[src/rtl/controle_vedacao.sv]
// ---------------------------------------------------------------------------
// controle_vedacao -- corking station sequencer for a bottling line.
//
// Stops the conveyor when a bottle reaches the corking position, requests one
// cork from the cork counter, drives the piston for T_PISTAO cycles, counts
// the sealed bottle and releases it. If no cork is available, it waits up to
// T_ESPERA_MAX cycles before latching a no-cork alarm that the operator must
// acknowledge.
//
// Parameters
//   T_PISTAO      piston actuation time in clock cycles (1..15)
//   T_ESPERA_MAX  cycles to wait for a cork before the alarm (1..15)
//
// Ports
//   clk               system clock, rising edge
//   reset             asynchronous reset, active low
//   habilita          line enable (only gates leaving IDLE and the IDLE motor)
//   sensor_garrafa    bottle present at corking position
//   rolha_disponivel  cork counter has at least one cork
//   limpa_erro        operator acknowledge of the no-cork alarm
//   dec               one-cycle cork consume request
//   pistao            corking piston drive
//   motor_esteira     conveyor motor drive
//   garrafa_vedada    one-cycle pulse per sealed bottle
//   erro_sem_rolha    no-cork alarm
//   vedadas           sealed bottle count, saturates at 255
//   estado            current state code (debug)
// ---------------------------------------------------------------------------
module controle_vedacao #(
  parameter int unsigned T_PISTAO     = 4,
  parameter int unsigned T_ESPERA_MAX = 8
) (
  input  logic       clk,
  input  logic       reset,
  input  logic       habilita,
  input  logic       sensor_garrafa,
  input  logic       rolha_disponivel,
  input  logic       limpa_erro,
  output logic       dec,
  output logic       pistao,
  output logic       motor_esteira,
  output logic       garrafa_vedada,
  output logic       erro_sem_rolha,
  output logic [7:0] vedadas,
  output logic [2:0] estado
);

  // State codes are visible on estado, so their values are fixed.
  localparam logic [2:0] StIdle      = 3'd0;
  localparam logic [2:0] StPosiciona = 3'd1;
  localparam logic [2:0] StPedeRolha = 3'd2;
  localparam logic [2:0] StVeda      = 3'd3;
  localparam logic [2:0] StLibera    = 3'd4;
  localparam logic [2:0] StFalta     = 3'd5;
  localparam logic [2:0] StErro      = 3'd6;

  // Terminal timer values; both parameters are limited to 1..15 so they fit.
  localparam logic [3:0] PistaoLast = 4'(T_PISTAO - 1);
  localparam logic [3:0] EsperaLast = 4'(T_ESPERA_MAX - 1);

  logic [2:0] state_q, state_d;
  logic [3:0] timer_q, timer_d;
  logic [7:0] vedadas_q, vedadas_d;
  logic       garrafa_q, garrafa_d;
  logic       sela;

  // -------------------------------------------------------------------------
  // Next-state logic
  // -------------------------------------------------------------------------
  always_comb begin
    state_d = state_q;
    timer_d = timer_q;
    sela    = 1'b0;

    case (state_q)
      StIdle: begin
        if (habilita && sensor_garrafa) begin
          state_d = StPosiciona;
        end
      end

      StPosiciona: begin
        if (rolha_disponivel) begin
          state_d = StPedeRolha;
        end else begin
          state_d = StFalta;
          timer_d = 4'd0;
        end
      end

      StPedeRolha: begin
        state_d = StVeda;
        timer_d = 4'd0;
      end

      StVeda: begin
        if (timer_q == PistaoLast) begin
          state_d = StLibera;
          timer_d = 4'd0;
          sela    = 1'b1;
        end else begin
          timer_d = timer_q + 4'd1;
        end
      end

      // Leave only once the bottle has cleared the sensor, so the same bottle
      // cannot be seen again from IDLE and corked twice.
      StLibera: begin
        if (!sensor_garrafa) begin
          state_d = StIdle;
        end
      end

      StFalta: begin
        if (rolha_disponivel) begin
          state_d = StPedeRolha;
        end else if (timer_q == EsperaLast) begin
          state_d = StErro;
          timer_d = 4'd0;
        end else begin
          timer_d = timer_q + 4'd1;
        end
      end

      // After acknowledge, go back through POSICIONA so the cork is re-checked
      // rather than blindly requested.
      StErro: begin
        if (limpa_erro) begin
          state_d = StPosiciona;
          timer_d = 4'd0;
        end
      end

      // Unused code 7 falls back to IDLE.
      default: begin
        state_d = StIdle;
        timer_d = 4'd0;
      end
    endcase
  end

  // Sealed-bottle counter saturates instead of wrapping.
  always_comb begin
    vedadas_d = vedadas_q;
    if (sela && (vedadas_q != 8'hFF)) begin
      vedadas_d = vedadas_q + 8'd1;
    end
  end

  // Pulse is registered so it lines up with the first LIBERA cycle.
  always_comb begin
    garrafa_d = sela;
  end

  // -------------------------------------------------------------------------
  // State registers
  // -------------------------------------------------------------------------
  always_ff @(posedge clk or negedge reset) begin
    if (!reset) begin
      state_q   <= StIdle;
      timer_q   <= 4'd0;
      vedadas_q <= 8'd0;
      garrafa_q <= 1'b0;
    end else begin
      state_q   <= state_d;
      timer_q   <= timer_d;
      vedadas_q <= vedadas_d;
      garrafa_q <= garrafa_d;
    end
  end

  // -------------------------------------------------------------------------
  // Outputs: decoded from the state register only. The single input path is
  // habilita to the motor in IDLE; reset gates it so the conveyor is held off
  // while reset is asserted even though the state reads IDLE.
  // -------------------------------------------------------------------------
  always_comb begin
    dec            = (state_q == StPedeRolha);
    pistao         = (state_q == StVeda);
    erro_sem_rolha = (state_q == StErro);
    motor_esteira  = (state_q == StLibera) || ((state_q == StIdle) && habilita && reset);
    garrafa_vedada = garrafa_q;
    vedadas        = vedadas_q;
    estado         = state_q;
  end

endmodule

[config.mk]
export PLATFORM = sky130hd
export DESIGN_NAME = controle_vedacao
export DESIGN_NICKNAME = d
export VERILOG_FILES = /design/src/rtl/controle_vedacao.sv
export SDC_FILE = /design/constraint.sdc
export NUM_CORES = 1
export LEC_CHECK = 0
export ABC_AREA = 1
export ABC_CLOCK_PERIOD_IN_PS = 1400
export CAP_MARGIN = 20
export CORE_ASPECT_RATIO = 0.9
export CORE_MARGIN = 2
export CORE_UTILIZATION = 40
export CTS_BUF_LIST = sky130_fd_sc_hd__clkbuf_8
export CTS_CLUSTER_DIAMETER = 80
export DETAILED_ROUTE_END_ITERATION = 6
export GPL_TIMING_DRIVEN = 0
export PLACE_DENSITY = 0.66
export SLEW_MARGIN = 30
export SYNTH_ARGS = -nofsm -noshare
export SYNTH_HDL_FRONTEND = slang
export SYNTH_SLANG_ARGS = --single-unit
[constraint.sdc]
create_clock -name clk -period 1.4 [get_ports clk]
set_input_delay 0.14 -clock clk [delete_from_list [all_inputs] [get_ports clk]]
set_output_delay 0.14 -clock clk [all_outputs]
set_load 0.02 [all_outputs]
# Word level (Yosys, flattened, before mapping)
# Cells that the tools add are included.
dict set report totals {
  mem_count 0
  wordCells 48
  mem_bits_rw 0
  reg_bits 16
  romBits 0
  input_bits 6
  out_inout_bits 16
  latchBits 0
}
dict set report classes {
  add_sub_neg 2
  bitwise_logic 1
  multipliers 0
  n_mux 16
  magnitude_cmp 0
  div_mod_pow 0
  eq_ne 16
  n_reduce_logical 9
  shifts 0
}
# op n
set ops {}
lappend ops {{$mux 3} 7}
lappend ops {{$pmux 3 s7} 1}
lappend ops {{$mux 4} 5}
lappend ops {{$pmux 4 s5} 1}
lappend ops {{$ne 2x2->1 const B} 5}
lappend ops {{$eq 3x3->1 const B} 3}
lappend ops {{$add 8x1->8 const B} 1}
lappend ops {{$ne 8x8->1 const B} 1}
lappend ops {{$eq 3x2->1 const B} 2}
lappend ops {{$reduce_and 5->1} 1}
lappend ops {{$add 4x1->4 const B} 1}
lappend ops {{$eq 4x2->1 const B} 1}
lappend ops {{$eq 4x3->1 const B} 1}
lappend ops {{$logic_and 1x1->1} 4}
lappend ops {{$reduce_and 4->1} 1}
lappend ops {{$eq 3x1->1 const B} 1}
lappend ops {{$logic_not 3->1} 1}
lappend ops {{$ne 3x3->1 const B} 1}
lappend ops {{$mux 1} 2}
lappend ops {{$ne 2x1->1 const B} 1}
lappend ops {{$reduce_or 2->1} 1}
lappend ops {{$logic_or 1x1->1} 1}
lappend ops {{$not 1->1} 1}

# Depth between registers and ports, before layout
# Gate-level depths: netlist (run 1).
dict set report depth {
  ltp_word 4
  mapped_depth 8
  depth_no_buf 8
}

# Worst setup path after synthesis (run 1)
# No wires, ideal clock.
dict set report synth_timing {
  path_type {reg2reg}
  startpoint {register vedadas_q[0], in the netlist vedadas[0]}
  endpoint {register vedadas_q[7], in the netlist vedadas[7]}
  setup_ps 116
  required_ps 1284
  period_less_slack_ps 1424
  arrival_time_ps 1308
  slack_ps -24
  n_path_buf 0
  stages_incl_launch_ff 9
  path_cell_list {dfrtp_1 ha_1 nand2_1 nor3_2 nand2_1 nand2_4 inv_2 nand2_1 nand2_1}
}
dict set report synth_via {
  elab_chain_len 2
  word_cells_on_any_way 3
  classes_between {add/sub: 1; eq/ne: 1; reduce/logical: 1}
}
# element line
set synth_lines {}
lappend synth_lines {{start: declaration} 63} ;# logic [7:0] vedadas_q, vedadas_d;
lappend synth_lines {{start signal: assignment} 167} ;# vedadas_q <= vedadas_d;
lappend synth_lines {{parallel branches: the longest is 2 deep, another holds $add 8x1->8} --}
# Parallel ways; which one is timed is not known.
# A chain may end at the register's enable or synchronous reset.

# Worst setup path after layout (run 1)
dict set report layout_timing {
  startpoint {register vedadas_q[6], in the netlist vedadas[6]}
  endpoint {output vedadas[6]}
}
# element line
set layout_lines {}
lappend layout_lines {{end: declaration} 44} ;# output logic [7:0] vedadas,
# No word-level cell between the ends.

==> results of run 1 <==
==> worst min path at each step <==
stage | from | endpoint | slack, ps
after floorplan | reset | estado[0]$_DFFE_PN0P_ | -160
after global placement | timer_q[3]$_DFFE_PN0P_ | timer_q[3]$_DFFE_PN0P_ | 470
after detailed placement | timer_q[3]$_DFFE_PN0P_ | timer_q[3]$_DFFE_PN0P_ | 480
after CTS | timer_q[3]$_DFFE_PN0P_ | timer_q[3]$_DFFE_PN0P_ | 500
after global routing | timer_q[3]$_DFFE_PN0P_ | timer_q[3]$_DFFE_PN0P_ | 550
final | timer_q[3]$_DFFE_PN0P_ | timer_q[3]$_DFFE_PN0P_ | 490
==> sequential cells by signal (all words and copies together), names as in the netlist <==
name / flops
estado: 3
vedadas: 8
timer_q: 4
garrafa_vedada: 1
==> layout make-up <==
class                      count  area, µm²  share of cell area, %
multi-input combinational    102        596                   42.5
clock inverter                 1       3.75                  0.268
clock buffer                   3       41.3                   2.94
timing repair buffer          27        248                   17.7
tap                           28       35.0                   2.50
sequential                    16        407                   29.0
inverter                      18       72.6                   5.17
==> layer usage <==
layer,up-vias,part of all wire [%],global-route usage [%],routed length (µm)
li1,493,-,-,-
met1,439,45,21.4,994
met2,13,51,26.7,1130
met3,2,4.1,5.32,92
met4,0,0.40,3.57,9
met5,-,0,0,0
==> kinds of logic after synthesis <==
family / Yosys count / share of synthesized area [%]
buffers and inverters: 18 / 6.83
XOR/XNOR: 7 / 6.20
adder cells (fa/ha/maj): 2 / 2.53
AO/OA/AOI/OAI: 8 / 4.43
flip-flops: 16 / 40.5
AND/OR/NAND/NOR: 84 / 39.5
==> worst reg2reg max path: stages, from the launching register on <==
cell and delay (ps):
sky130_fd_sc_hd__dfrtp_2 410, sky130_fd_sc_hd__ha_4 170, sky130_fd_sc_hd__nand2_4 60, sky130_fd_sc_hd__nor3_4 230, sky130_fd_sc_hd__nand2_2 110, sky130_fd_sc_hd__nand2_4 100
sky130_fd_sc_hd__buf_6 100, sky130_fd_sc_hd__nand2_1 40, sky130_fd_sc_hd__o21ai_1 70
==> placed cells by master (no fill, tap or decap), types with 2 or more instances in the layout <==
cell type / count
sky130_fd_sc_hd__dlymetal6s2s_1: 3
sky130_fd_sc_hd__dfrtp_1: 11
sky130_fd_sc_hd__nand3b_1: 2
sky130_fd_sc_hd__inv_1: 15
sky130_fd_sc_hd__o21ai_1: 3
sky130_fd_sc_hd__buf_4: 4
sky130_fd_sc_hd__xor2_1: 6
sky130_fd_sc_hd__buf_2: 2
sky130_fd_sc_hd__nand2_2: 5
sky130_fd_sc_hd__o21ai_0: 3
sky130_fd_sc_hd__nand2_1: 46
sky130_fd_sc_hd__dfrtp_2: 5
sky130_fd_sc_hd__inv_4: 2
sky130_fd_sc_hd__nand2_4: 2
sky130_fd_sc_hd__nor2_1: 6
sky130_fd_sc_hd__dlygate4sd2_1: 7
sky130_fd_sc_hd__inv_2: 2
sky130_fd_sc_hd__nor2_4: 3
sky130_fd_sc_hd__nand3_2: 2
sky130_fd_sc_hd__clkdlybuf4s50_1: 6
sky130_fd_sc_hd__clkdlybuf4s15_2: 2
sky130_fd_sc_hd__nor2_2: 2
sky130_fd_sc_hd__clkbuf_8: 3
sky130_fd_sc_hd__nand3_1: 13
sky130_fd_sc_hd__ha_4: 2
==> metrics by stage <==
step	hold WS, ps	util, %	instance area (µm²)
after floorplan	-156	-	991
after global placement	468	51.4	1240
after detailed placement	482	51.4	1240
after CTS	497	55.0	1320
after global routing	545	58.4	1400
final	493	58.4	1400
==> repair_timing <==
item / CTS / global route
setup buffers: 2 / 3
setup endpoints to repair: 15 / 20
hold buffers: 1 / 0
gates cloned: 1 / 0
pin swaps: 2 / 6
endpoints found under the hold margin: 16 / 0
resized for setup: 27 / 20
==> power by group through the flow <==
stage / combinational [mW] / clock (mW) / sequential, mW
finish: 0.814 / 0.346 / 0.663
global route: 0.905 / 0.380 / 0.673
CTS: 0.803 / 0.357 / 0.635
detailed placement: 0.772 / 0 / 0.639
global placement: 0.761 / 0 / 0.639
floorplan: 0.457 / 0 / 0.676
==> summary.md, run 1 <==
| Metric | Value |
|---|---|
| Outcome | complete, no violations |
| Row count | 17 |
| Power per Cell Area | 1300 mW/mm² |
| Data required, critical path | 1260 ps |
| Final period util | 97.1% |
| Critical-path maximum fanout | 3 |
| Reg-to-reg critical path startpoint | vedadas[0]$_DFFE_PN0P_ |
| TritonCTS clock tree | built |
| Die Outline Area | just under 0.003 mm² |
| Deepest clock path buffer count | 2 |
| Maximum operating frequency | 736 MHz |
| Largest area contributor in the synthesized netlist | sky130_fd_sc_hd__dfrtp_1 |
| Average wire per cell in the routed design | 11.4 µm |
| Startpoint kind of the worst setup timing path | register |
| Cell breakdown of the critical path | clkdlybuf4s50_1 |
| Dpl hpwl | about 1.5 mm |
| Setup Crit Path Kind | reg2out |
| Residual antenna-violating net count after detailed routing | 0 |
| Sw Share | 42.9% |
| Worst EP arrival | about 1200 ps |
| Share of synthesized registers carrying an async set or reset | 100% |
| Logic depth of the worst path, buffers included | 1 |
| EDFF count, synth | 0 |
| Critical path buffer and inverter count | 1 |
| Max Slew Vio Count | 0 |
| Number of warnings reported in the yosys synthesis log | 0 |
| Root buf cell | sky130_fd_sc_hd__clkbuf_8 |
| Total track usage | 16.4% |
| Post-route total power | 1.82 mW |
| Number of cells after detailed placement | about 180 |
| Max cap viols | 0 |
| Final wirelength | 2.22 mm |
| Max stage delay cell, worst path | sky130_fd_sc_hd__clkdlybuf4s50_1 |
| TritonCTS Sinks | 16 |
| Num ports | 22 |
| RSZ-0062 raised after global routing | yes |
| First element of the critical path | vedadas[6]$_DFFE_PN0P_ |
| Total grt overflow | 0 |
| NetSw | 781 µW |
| Width of the chip | ~56 µm |
| Overall die height | 51.2 µm |
| Top-area cell type share of the netlist area | 40.5% |
| Drt drc | 0 |
| H-tree level count | 1 |
| Final cell count without fillers | 195 |
| Logic gate share of total power | 44.7% |
| Layout cells sized above 1 | 24.0% |
| Area of the core | 0.00240 mm² |
| Number of cell instances on the worst register-to-register path | 8 |
| Peak supply drop | 0.887 mV |
| Clock network fraction of design power | between 10% and 20% |
| Time the worst path needs with I/O delays and setup | 1360 ps |
| Maximum number of pins on one net before global-route repair | 17 |
| Number of antenna violations at the first check in global routing | 0 |
| DRC marker count from the first detailed-route iteration | 20 |
| Port Buffers | 21 |
| Count of mapped cells out of synthesis | 135 |
| Slack of the critical path | approximately 40 ps |
| Largest delay contributor family on the critical path | buffers and inverters |
| Register area share after synthesis | 40.5% |
| Wire length of the first global-routing pass | 3.66 mm |
| Static Leak | slightly below 0.8 nW |
| Count of final hold-check violations | 0 |
| Seq pwr share | a little over a third |
| Internal Power | 1.04 mW |
| Post-synthesis net count | about 140 |
| Number of synthesized register bits | 16 |
| Synth-to-Final Area Change | 41.9% |
| Capturing point of the worst reg2reg path | vedadas[5]$_DFFE_PN0P_ |
| Reg clk slew, reported paths | ~60 ps |
| Number of setup violations in the final report | 0 |
| Most common cell in the synthesized netlist | sky130_fd_sc_hd__nand2_1 |
| Flop2flop setup slack | 60 ps |
| Tightest slew margin relative to the limit | 51.6% |
| Number of unique standard cell types used by synthesis | 22 |
| Effective utilization at floorplan | 41.1% |
| Capturing instance or port of the critical path | vedadas[6] |
| Type of the tightest min-delay check | reg2reg |
| Actual transition at the worst max-transition pin | 724 ps |
| Vias in the first global route | 829 |
| Vias per Instance | 4.86 |
| Type of destination of the critical path | primary output |
| Cell types occupying the most area after synthesis | sky130_fd_sc_hd__dfrtp_1, sky130_fd_sc_hd__nand2_1, sky130_fd_sc_hd__nand3_1 |
| Via count | 947 |
| Clock Skew | 1.15 ps |
| Worst Hold Path Cells | 2 |
| Netlist area before placement | 988 µm² |
| Mapped Avg Cell Area | ~7.3 µm² |
| Most used flip-flop cell after synthesis | sky130_fd_sc_hd__dfrtp_1 |
| Worst-skew pair later-pin latency | 250 ps |
| NumNets Final | between 150 and 200 |
| Global placer's final weighted congestion | 0.872 |
| Setup total negative slack | 0 ps |
| Peak per-stage delay on the critical path | 610 ps |
| Fill cell instance count of the final layout | 218 |
| Worst slack after detailed placement | -784 ps |
| Top cell types by occurrence after synthesis | sky130_fd_sc_hd__nand2_1, sky130_fd_sc_hd__dfrtp_1, sky130_fd_sc_hd__inv_1, sky130_fd_sc_hd__nand3_1, sky130_fd_sc_hd__nor2_1 |
| Number of buffers created by CTS | 3 |
| Number of antenna diodes | 0 |
| DR pass1 iterations | 4 |
Note: power is estimated with default switching activity, not from simulation.
==> run 2: changes to the inputs <==
Settings changed: SLEW_MARGIN 30 to 5.
==> results of run 2 <==
Final layout, timing and power as in run 1 (identical DEF).
==> run 3: changes to the inputs <==
Settings changed: CELL_PAD_IN_SITES_DETAIL_PLACEMENT set to 1, CELL_PAD_IN_SITES_GLOBAL_PLACEMENT set to 1, CORE_UTILIZATION 40 to 37, PLACE_DENSITY 0.66 to unset, PLACE_DENSITY_LB_ADDON set to 0.1.
==> run 3 against run 2 <==
Effect of this change: core utilization up 0.37 points; cell count increased by 3.1%; die area is 7.5% higher; register-to-register slack hardly changed; routed wire length up 33%; largest power group unchanged; fmax fell by 1.7%; first-iteration DRC count shrank 10%; sequential power is 3% higher; via count is 7.4% higher.
==> summary.md, run 3 (synthesized netlist as in run 1, its figures left out) <==
| Metric | Value |
|---|---|
| Capturing point of the worst reg2reg path | vedadas[4]$_DFFE_PN0P_ |
| Largest delay contributor family on the critical path | flip-flops |
| Design area | 0.00146 mm² (+4.2%) |
| DR pass1 iterations | 4 (unchanged) |
| Port Buffers | 21 (unchanged) |
| Data required, critical path | 1260 ps (about the same) |
| Number of antenna violations at the first check in global routing | 0 (unchanged) |
| DRC marker count from the first detailed-route iteration | 18 (-10%) |
| Type of the tightest min-delay check | reg2reg |
| Number of buffers created by CTS | 3 (unchanged) |
| Overall die height | 53.0 µm (+3.7%) |
| Outcome | complete, no violations |
| Total grt overflow | 0 (unchanged) |
| Most frequent standard cell in the layout excluding fill and tap cells | sky130_fd_sc_hd__nand2_1 |
| NumNets Final | 182 (+3.4%) |
| Fill cell instance count of the final layout | 316 (+45%) |
| Number of setup violations in the final report | 0 (unchanged) |
| Root buf cell | sky130_fd_sc_hd__clkbuf_8 |
| H-tree level count | 1 (unchanged) |
| Type of destination of the critical path | primary output |
| Die Outline Area | 0.00310 mm² (+7.5%) |
| Min Hold Slack | 510 ps (+16.9 ps) |
| Vias per Instance | 5.06 (+4.2%) |
| Cell Area, Placed | 0.00124 mm² (unchanged) |
| Layout cells sized above 1 | 30.6% (+6.7 points) |
| Maximum operating frequency | 723 MHz (-1.7%) |
| TritonCTS Sinks | 16 (unchanged) |
| Worst Hold Path Cells | 2 (unchanged) |
| Worst-skew pair later-pin latency | 260 ps (about the same) |
| Via count | 1017 (+7.4%) |
| Effective utilization at floorplan | 39.7% (-1.4 points) |
| Max cap viols | 0 (unchanged) |
| Wire length of the first global-routing pass | 4.63 mm (+26%) |
| Residual antenna-violating net count after detailed routing | 0 (unchanged) |
| Max stage delay cell, worst path | sky130_fd_sc_hd__dfrtp_2 |
| Setup Crit Path Kind | reg2out |
| Reg-to-reg critical path startpoint | vedadas[0]$_DFFE_PN0P_ |
| Total track usage | 20.6% (+4.2 points) |
| Width of the chip | 58.5 µm (+3.7%) |
| Deepest clock path buffer count | 2 (unchanged) |
| Final period util | 98.8% (+1.7 points) |
| Actual transition at the worst max-transition pin | 760 ps (+36.1 ps) |
| Tightest slew margin relative to the limit | 49.2% (-2.4 points) |
| Row count | 17 (unchanged) |
| Flop2flop setup slack | 50 ps (about the same) |
| Area of the core | 0.00249 mm² (+3.5%) |
| Dpl hpwl | 1.86 mm (+23%) |
| Clock Skew | 5.21 ps (+4.06 ps) |
| Peak per-stage delay on the critical path | 470 ps (-140 ps) |
| Number of antenna diodes | 0 (unchanged) |
| Num ports | 22 (unchanged) |
| Max Slew Vio Count | 0 (unchanged) |
| Vias in the first global route | 1026 (+24%) |
| Drt drc | 0 (unchanged) |
| Peak supply drop | 1.05 mV (+18%) |
| Worst EP arrival | 1240 ps (+20 ps) |
| Time the worst path needs with I/O delays and setup | 1380 ps (+23.4 ps) |
| Power per Cell Area | 1370 mW/mm² (+5.2%) |
| Cell breakdown of the critical path | inv_4 > nor2_4 > nand2_1 > inv_1 > buf_4 |
| Source of the worst hold timing path | timer_q[3]$_DFFE_PN0P_ |
| Static Leak | 0.804 nW (+3.1%) |
| Number of cell instances on the worst register-to-register path | 8 (unchanged) |
| Post-route total power | 2.00 mW (+9.6%) |
| Max reg flops | 8 (unchanged) |
| Average wire per cell in the routed design | 14.7 µm (+29%) |
| Maximum number of pins on one net before global-route repair | 17 (unchanged) |
| Global placer's final weighted congestion | 0.844 (-3.2%) |
| Final wirelength | 2.95 mm (+33%) |
| RSZ-0062 raised after global routing | yes |
| Synth-to-Final Area Change | 47.8% |
| Startpoint kind of the worst setup timing path | register |
| Count of final hold-check violations | 0 (unchanged) |
| Critical path buffer and inverter count | 3 (+2) |
| Commonest non-fill, non-tap cells in the layout | sky130_fd_sc_hd__nand2_1, sky130_fd_sc_hd__inv_1, sky130_fd_sc_hd__nand3_1, sky130_fd_sc_hd__buf_4, sky130_fd_sc_hd__dfrtp_1 |
| Reg clk slew, reported paths | 70 ps (about the same) |
| Critical-path maximum fanout | 6 (+3) |
| Min-Delay Endpoint | timer_q[3]$_DFFE_PN0P_ |
| TritonCTS clock tree | built |
-- run 3: cell types whose count changed in the layout (fill, tap and decap cells not counted), moves of 2 or more --
cell                            delta
sky130_fd_sc_hd__nor2_1            -2
sky130_fd_sc_hd__nor2_2            +2
sky130_fd_sc_hd__nand2_1           -3
sky130_fd_sc_hd__dlygate4sd2_1     +2
sky130_fd_sc_hd__nand2_2           +3
sky130_fd_sc_hd__buf_4             +8
-- run 3: per-stage QoR --
stage	std cells	setup TNS [ps]	utilization [%]	setup slack [ps]
after floorplan	135	0	-	53.1
after global placement	184	-1320	49.7	-766
after detailed placement	184	-1580	49.7	-842
after CTS	193	-7.13	53.6	-7.13
after global routing	201	-255	58.7	-38.7
final	201	0	58.7	17.0
-- run 3: worst reg2reg max path, cell delays in order (launching register included) --
cell	delay [ps]
sky130_fd_sc_hd__dfrtp_2	410
sky130_fd_sc_hd__ha_4	170
sky130_fd_sc_hd__nand2_4	60
sky130_fd_sc_hd__nor3_4	210
sky130_fd_sc_hd__nand2_2	120
sky130_fd_sc_hd__nand2_4	120
sky130_fd_sc_hd__inv_4	70
sky130_fd_sc_hd__nand2_2	50
sky130_fd_sc_hd__nand2_1	50
-- run 3: power by group --
| group | switching [mW] | internal [mW] |
|---|---|---|
| combinational | 0.538 | 0.349 |
| clock | 0.178 | 0.250 |
| sequential | 0.147 | 0.535 |
-- run 3: repair_timing --
action / in CTS / in global routing
hold buffers: 1 / 0
hold endpoints to repair: 16 / 0
setup endpoints to repair: 26 / 21
pin swaps: 3 / 8
setup buffers: 3 / 8
cloned: 1 / 0
gates resized for setup: 37 / 20
-- run 3: cell type report --
cell class / count / area, µm² / share of cell area, %
multi-input cells: 102 / 608 / 41.6
inverters: 18 / 75.1 / 5.14
well taps: 28 / 35.0 / 2.40
flip-flops and latches: 16 / 408 / 27.9
repair buffers: 33 / 280 / 19.2
clock buffers: 4 / 55.1 / 3.77
-- run 3: how the worst max path moves through the flow --
| stage | from | end | slack, ps | cells after the start |
|---|---|---|---|---|
| global route | vedadas[0]$_DFFE_PN0P_ | vedadas[0]$_DFFE_PN0P_ | -40 | 8 |
| finish | estado[1]$_DFFE_PN0P_ | dec | 20 | 5 |
| floorplan | vedadas[0]$_DFFE_PN0P_ | vedadas[7]$_DFFE_PN0P_ | 50 | 8 |
| CTS | estado[0]$_DFFE_PN0P_ | motor_esteira | -7 | 4 |
| detailed placement | reset | motor_esteira | -840 | 6 |
| global placement | reset | motor_esteira | -770 | 6 |
-- run 3: routing by layer --
layer / share of wire [%] / global-route usage (%) / wire length (µm) / vias to the layer above
met5: 0 / 0 / 0 / -
met2: 50 / 35.8 / 1460 / 19
li1: - / - / - / 502
met1: 44 / 24.8 / 1290 / 489
met3: 3.9 / 2.69 / 116 / 7
met4: 2.8 / 10.9 / 82 / 0
